===== src/rtl/bridge_decode_fanout.sv =====
// Bridge fan-out: decodes one master port onto NUM_SLAVES windowed slave ports
// with registered strobes and a latency-tracked registered read-return mux.

module bdf_win_match #(
    parameter int                ADDR_W = 32,
    parameter logic [ADDR_W-1:0] BASE   = '0,
    parameter logic [ADDR_W-1:0] MASK   = '0
) (
    input  logic [ADDR_W-1:0] addr,
    output logic              hit
);
    assign hit = (addr & MASK) == (BASE & MASK);
endmodule

module bridge_decode_fanout #(
    parameter int                             NUM_SLAVES   = 4,
    parameter int                             ADDR_W       = 32,
    parameter int                             DATA_W       = 32,
    parameter logic [NUM_SLAVES*ADDR_W-1:0]   BASES        = {NUM_SLAVES{32'h0}},
    parameter logic [NUM_SLAVES*ADDR_W-1:0]   MASKS        = {NUM_SLAVES{32'hFFFF0000}},
    parameter int                             SLAVE_RD_LAT = 1,
    parameter logic [DATA_W-1:0]              DEFAULT_RD   = 32'hFFFFFFFF
) (
    input  logic                         clk,
    input  logic                         reset,
    input  logic [ADDR_W-1:0]            m_addr,
    input  logic [DATA_W-1:0]            m_wr_data,
    input  logic                         m_wr,
    input  logic                         m_rd,
    output logic [DATA_W-1:0]            m_rd_data,
    output logic                         m_rd_valid,
    output logic [ADDR_W-1:0]            s_addr,
    output logic [DATA_W-1:0]            s_wr_data,
    output logic [NUM_SLAVES-1:0]        s_wr,
    output logic [NUM_SLAVES-1:0]        s_rd,
    input  logic [NUM_SLAVES*DATA_W-1:0] s_rd_data,
    output logic [15:0]                  unmapped_count
);
    localparam int IDX_W  = (NUM_SLAVES > 1) ? $clog2(NUM_SLAVES) : 1;
    localparam int STAGES = SLAVE_RD_LAT;

    typedef struct packed {
        logic             unm;
        logic [IDX_W-1:0] idx;
    } tag_t;

    logic [NUM_SLAVES-1:0]             hit;
    logic [NUM_SLAVES-1:0]             sel_oh;
    logic [IDX_W-1:0]                  sel;
    logic                              found;
    logic                              acc, bad, rd_acc;
    logic [STAGES:0]                   vld_pipe;
    tag_t [STAGES:0]                   tag_pipe;
    tag_t                              tail;
    logic [NUM_SLAVES-1:0][DATA_W-1:0] s_rd_vec;

    assign s_rd_vec = s_rd_data;

    for (genvar i = 0; i < NUM_SLAVES; i++) begin : g_win
        bdf_win_match #(
            .ADDR_W (ADDR_W),
            .BASE   (BASES[i*ADDR_W +: ADDR_W]),
            .MASK   (MASKS[i*ADDR_W +: ADDR_W])
        ) u_win (
            .addr (m_addr),
            .hit  (hit[i])
        );
    end

    // Walk downward so the lowest matching index is the one left standing.
    always_comb begin
        sel    = '0;
        found  = 1'b0;
        sel_oh = '0;
        for (int i = NUM_SLAVES - 1; i >= 0; i--) begin
            if (hit[i]) begin
                sel   = IDX_W'(i);
                found = 1'b1;
            end
        end
        sel_oh[sel] = found;
    end

    assign acc    = m_wr | m_rd;
    assign bad    = (m_wr & m_rd) | (acc & ~found);
    assign rd_acc = m_rd & ~m_wr;
    assign tail   = tag_pipe[STAGES];

    always_ff @(posedge clk or posedge reset) begin
        if (reset) begin
            s_addr         <= '0;
            s_wr_data      <= '0;
            s_wr           <= '0;
            s_rd           <= '0;
            unmapped_count <= '0;
        end else begin
            if (acc) begin
                s_addr    <= m_addr;
                s_wr_data <= m_wr_data;
            end
            s_wr <= m_wr   ? sel_oh : '0;
            s_rd <= rd_acc ? sel_oh : '0;
            if (bad && unmapped_count != 16'hFFFF)
                unmapped_count <= unmapped_count + 16'd1;
        end
    end

    // Unmapped reads still ride the pipeline so the master always gets a return.
    always_ff @(posedge clk or posedge reset) begin
        if (reset) begin
            vld_pipe <= '0;
            tag_pipe <= '0;
        end else begin
            vld_pipe[0] <= rd_acc;
            tag_pipe[0] <= '{unm: ~found, idx: sel};
            for (int k = 1; k <= STAGES; k++) begin
                vld_pipe[k] <= vld_pipe[k-1];
                tag_pipe[k] <= tag_pipe[k-1];
            end
        end
    end

    always_ff @(posedge clk or posedge reset) begin
        if (reset) begin
            m_rd_data  <= '0;
            m_rd_valid <= 1'b0;
        end else begin
            m_rd_valid <= vld_pipe[STAGES];
            if (vld_pipe[STAGES])
                m_rd_data <= tail.unm ? DEFAULT_RD : s_rd_vec[tail.idx];
        end
    end
endmodule


===== config.mk =====
export PLATFORM = sky130hd
export DESIGN_NAME = bridge_decode_fanout
export DESIGN_NICKNAME = d
export VERILOG_FILES = /design/src/rtl/bridge_decode_fanout.sv
export SDC_FILE = /design/constraint.sdc
export NUM_CORES = 1
export LEC_CHECK = 0
export ABC_AREA = 1
export BUFFER_PORTS_ARGS = -buffer_cell sky130_fd_sc_hd__buf_2
export CAP_MARGIN = 10
export CORE_AREA = 2 2 122 124
export CTS_BUF_LIST = sky130_fd_sc_hd__clkbuf_4
export DETAILED_ROUTE_END_ITERATION = 7
export DIE_AREA = 0 0 124 126
export PLACE_DENSITY = 0.68
export SLEW_MARGIN = 25
export SYNTH_ARGS = -nofsm -noshare
export SYNTH_HDL_FRONTEND = slang
export SYNTH_SLANG_ARGS = --single-unit

===== constraint.sdc =====
create_clock -name clk -period 5.38 [get_ports clk]
set_input_delay 0.538 -clock clk [delete_from_list [all_inputs] [get_ports clk]]
set_output_delay 0.538 -clock clk [all_outputs]
set_load 0.01 [all_outputs]

==> summary.md <==
Worst setup path
• **class of the most critical setup path** flip-flop to flip-flop
• **reg2reg start** vld_pipe[1]$_DFF_PP0_
• **type of origin of the critical path** flip-flop
• **timing startpoint of the critical path** vld_pipe[1]$_DFF_PP0_
• **highest net fanout along the worst path** 34
• **critical path data arrival time** 2520 ps
• **required time of the critical path** 5780 ps
• **type of element capturing the critical path** flip-flop

Floorplanning
• **full die area** 15620 um2
• **num rows** 44
• **count of boundary I/O pins** 317
• **Die X-Extent** 124 um
• **overall die height** 126 um
• **core outline area** 14310 um2
• **initial core utilization** 0.3494

Run status
• **status** completed

STA
• **Pins Over Slew Limit** 0
• **maximum operating frequency** 471.8 MHz
• **Min Hold Slack** 159.2 ps
• **Min Clock Period, post-route** 2120 ps
• **Final TNS setup** 0 ps
• **final-report setup violation count** 0
• **final clock period utilization by the worst path** 0.3940
• **number of endpoints with negative hold slack in the final report** 0
• **final worst-path setup slack** 3260 ps
• **Max-Slew Margin vs Limit** 0.3486
• **RSZ-0062 raised after global routing** false
• **worst setup skew after layout** 14.29 ps
• **transition at the pin with the smallest max-transition slack** 976.0 ps

Yosys
• **netlist area before placement** 5001 um2
• **number of instances in the synthesized netlist** 599
• **portion of the post-synthesis area used by sequential elements** 0.5954
• **distinct cell type count after synthesis** 24
• **Synth Area in Simple Gates** 0.3107
• **post-synthesis share of cell area spent on xor and xnor gates** 0.01226
• **main area contributors after synthesis** sky130_fd_sc_hd__dfrtp_1 (60%), sky130_fd_sc_hd__nand2_1 (24%), sky130_fd_sc_hd__o21ai_0 (3.4%)
• **share of cell area taken by muxes after synthesis** 0
• **Synthesis Warnings** 0
• **post-synthesis area per instance** 8.349 um2
• **Synth Area in Compound Gates** 0.03403
• **Synth top area share** 0.5954
• **cell type contributing the most total cell area after synthesis** sky130_fd_sc_hd__dfrtp_1
• **flip-flop and latch count after synthesis** 119
• **dominant combinational cell family by area after synthesis** simple AND/OR/NAND/NOR gates
• **synthesized-area fraction occupied by adder cells** 0.002502

Pwr
• **leakage power figure** 0.003651 uW
• **clock group share of total power** 0.277
• **cell-internal power** 1368 uW
• **Tot Pwr** 1982 uW
• **worst voltage drop across the vdd grid** 0.0002304 V
• **switching pwr** 613.8 uW
• **power per unit of standard cell area** 308.6 nW/um2
• **sequential cell fraction of total power** 0.534
• **switching power share of the total** 0.3096
• **combinational cell fraction of total power** 0.189

Global routing
• **global-route total usage across every layer** 0.1675
• **first-pass GRT wire length** 20400 um
• **largest net degree at the start of global routing** 67
• **initial antenna violation count** 0
• **vias in the first global route** 4237
• **overflow left after global routing** 0

Detailed routing
• **via/cell ratio** 4.459
• **wire length reported by the detailed router** 12890 um
• **average routed wire per standard cell** 12.83 um
• **residual DRC count** 0
• **detailed-route via count** 4481
• **number of antenna-violating nets in the routed design** 0
• **DRT Pass-1 Iters** 4
• **number of design-rule violations left by the first detailed-router iteration** 207

CTS
• **depth of the CTS H-tree** 4
• **CTS tree** yes
• **hold buffer count at CTS** 0
• **deepest clock path buffer count** 2
• **buffers inserted by post-CTS timing repair** 0
• **CTS clk-pin slew, worst paths** 100 ps
• **CTS root buf** sky130_fd_sc_hd__clkbuf_4
• **post-cts sizing count** 0
• **number of buffers added by the clock tree synthesis step** 17
• **count of clock tree sinks** 119
• **clock latency on the worst-skew pair** 510 ps

Layout
• **net count reported at finish** 1005
• **share of cells above drive strength 1** 0.3094
• **commonest non-fill, non-tap cells in the layout** sky130_fd_sc_hd__nand2_1 (325), sky130_fd_sc_hd__buf_2 (214), sky130_fd_sc_hd__dfrtp_1 (119)
• **area growth from synthesis to layout** 28.45%
• **commonest non-fill, non-tap cell in the layout** sky130_fd_sc_hd__nand2_1
• **Core Util, Final** 0.4488
• **number of filler cells placed in the layout** 1462
• **antenna cells** 0

Placement
• **routability congestion estimate from global placement** 0.8006
• **Placement Setup Slack** 3214 ps
• **DP HPWL** 8629 um
• **total of buffers placed on input and output ports** 214

Min path
• **type of the tightest min-delay check** input port to async pin

Run
• **number of max-capacitance violations reported** 0

[registers in the layout (all words and copies together), names as in the netlist]
signal          flops
m_rd_data          32
s_rd                1
m_rd_valid          1
s_wr                1
tag_pipe            2
vld_pipe            2
unmapped_count     16
s_wr_data          32
s_addr             32
[synthesized netlist by cell type, drive strengths merged]
cell type	count
nor3	2
buf	17
xor2	3
nand3b	1
xnor2	4
inv	16
nand2	327
nand4	3
ha	1
clkbuf	15
dfrtp	119
o21ai	34
nor2	31
nand3	25
conb	1
[stage by stage]
step	instance area, um2	cells
final	6424	1005
after global placement	6192	973
after detailed placement	6192	973
after floorplan	5020	604
after global routing	6424	1005
after CTS	6424	1005
[path summary, 6_finish.rpt]
path	endpoint	slack, ps	cells past startpoint
min in group clk	s_wr_data[11]$_DFFE_PP0N_	210	3
max in group asynchronous	m_rd_data[11]$_DFFE_PP0P_	3970	3
worst min register to register	tag_pipe[5]$_DFF_PP0_	350	0
worst max-delay path	m_rd_data[1]$_DFFE_PP0P_	3260	3
worst max register to register	m_rd_data[1]$_DFFE_PP0P_	3260	3
worst min-delay path	s_addr[13]$_DFFE_PP0N_	160	2
[worst max-delay path, stage by stage (launching register included)]
cell and delay, ps:
sky130_fd_sc_hd__dfrtp_1 970, sky130_fd_sc_hd__inv_1 740, sky130_fd_sc_hd__nand2_1 230, sky130_fd_sc_hd__nand2_1 70
[cells by family after synthesis]
group	after synthesis
simple gates	389
flops	119
buf+inv	48
compound gates	34
xor+xnor	7
fa+ha+maj	1
other cells	1
[power by group through the flow]
| stage | registers, uW | clock network [uW] | logic, uW |
|---|---|---|---|
| floorplan | 1110 | 0 | 169 |
| global placement | 1070 | 0 | 377 |
| detailed placement | 1070 | 0 | 381 |
| CTS | 1060 | 580 | 382 |
| global route | 1070 | 624 | 427 |
| finish | 1060 | 550 | 375 |
[area by class of cell]
| cell class | count | area, um2 | share of cell area |
|---|---|---|---|
| Clock buffer | 19 | 142.6 | 0.02220 |
| Inverter | 16 | 62.56 | 0.009739 |
| Sequential cell | 119 | 2978 | 0.4636 |
| Clock inverter | 13 | 88.84 | 0.01383 |
| Tap cell | 184 | 230.2 | 0.03584 |
| Multi-Input combinational cell | 437 | 1828 | 0.2846 |
| Timing Repair Buffer | 217 | 1094 | 0.1702 |
[layer usage]
layer | GRT usage | vias up | routed length [um]
met4 | 0.05420 | 0 | 228
met2 | 0.2770 | 147 | 6106
met1 | 0.2061 | 2061 | 5652
met3 | 0.05480 | 18 | 905
li1 | - | 2255 | -
met5 | 0 | - | 0
Power figures use the tool's default switching activity.
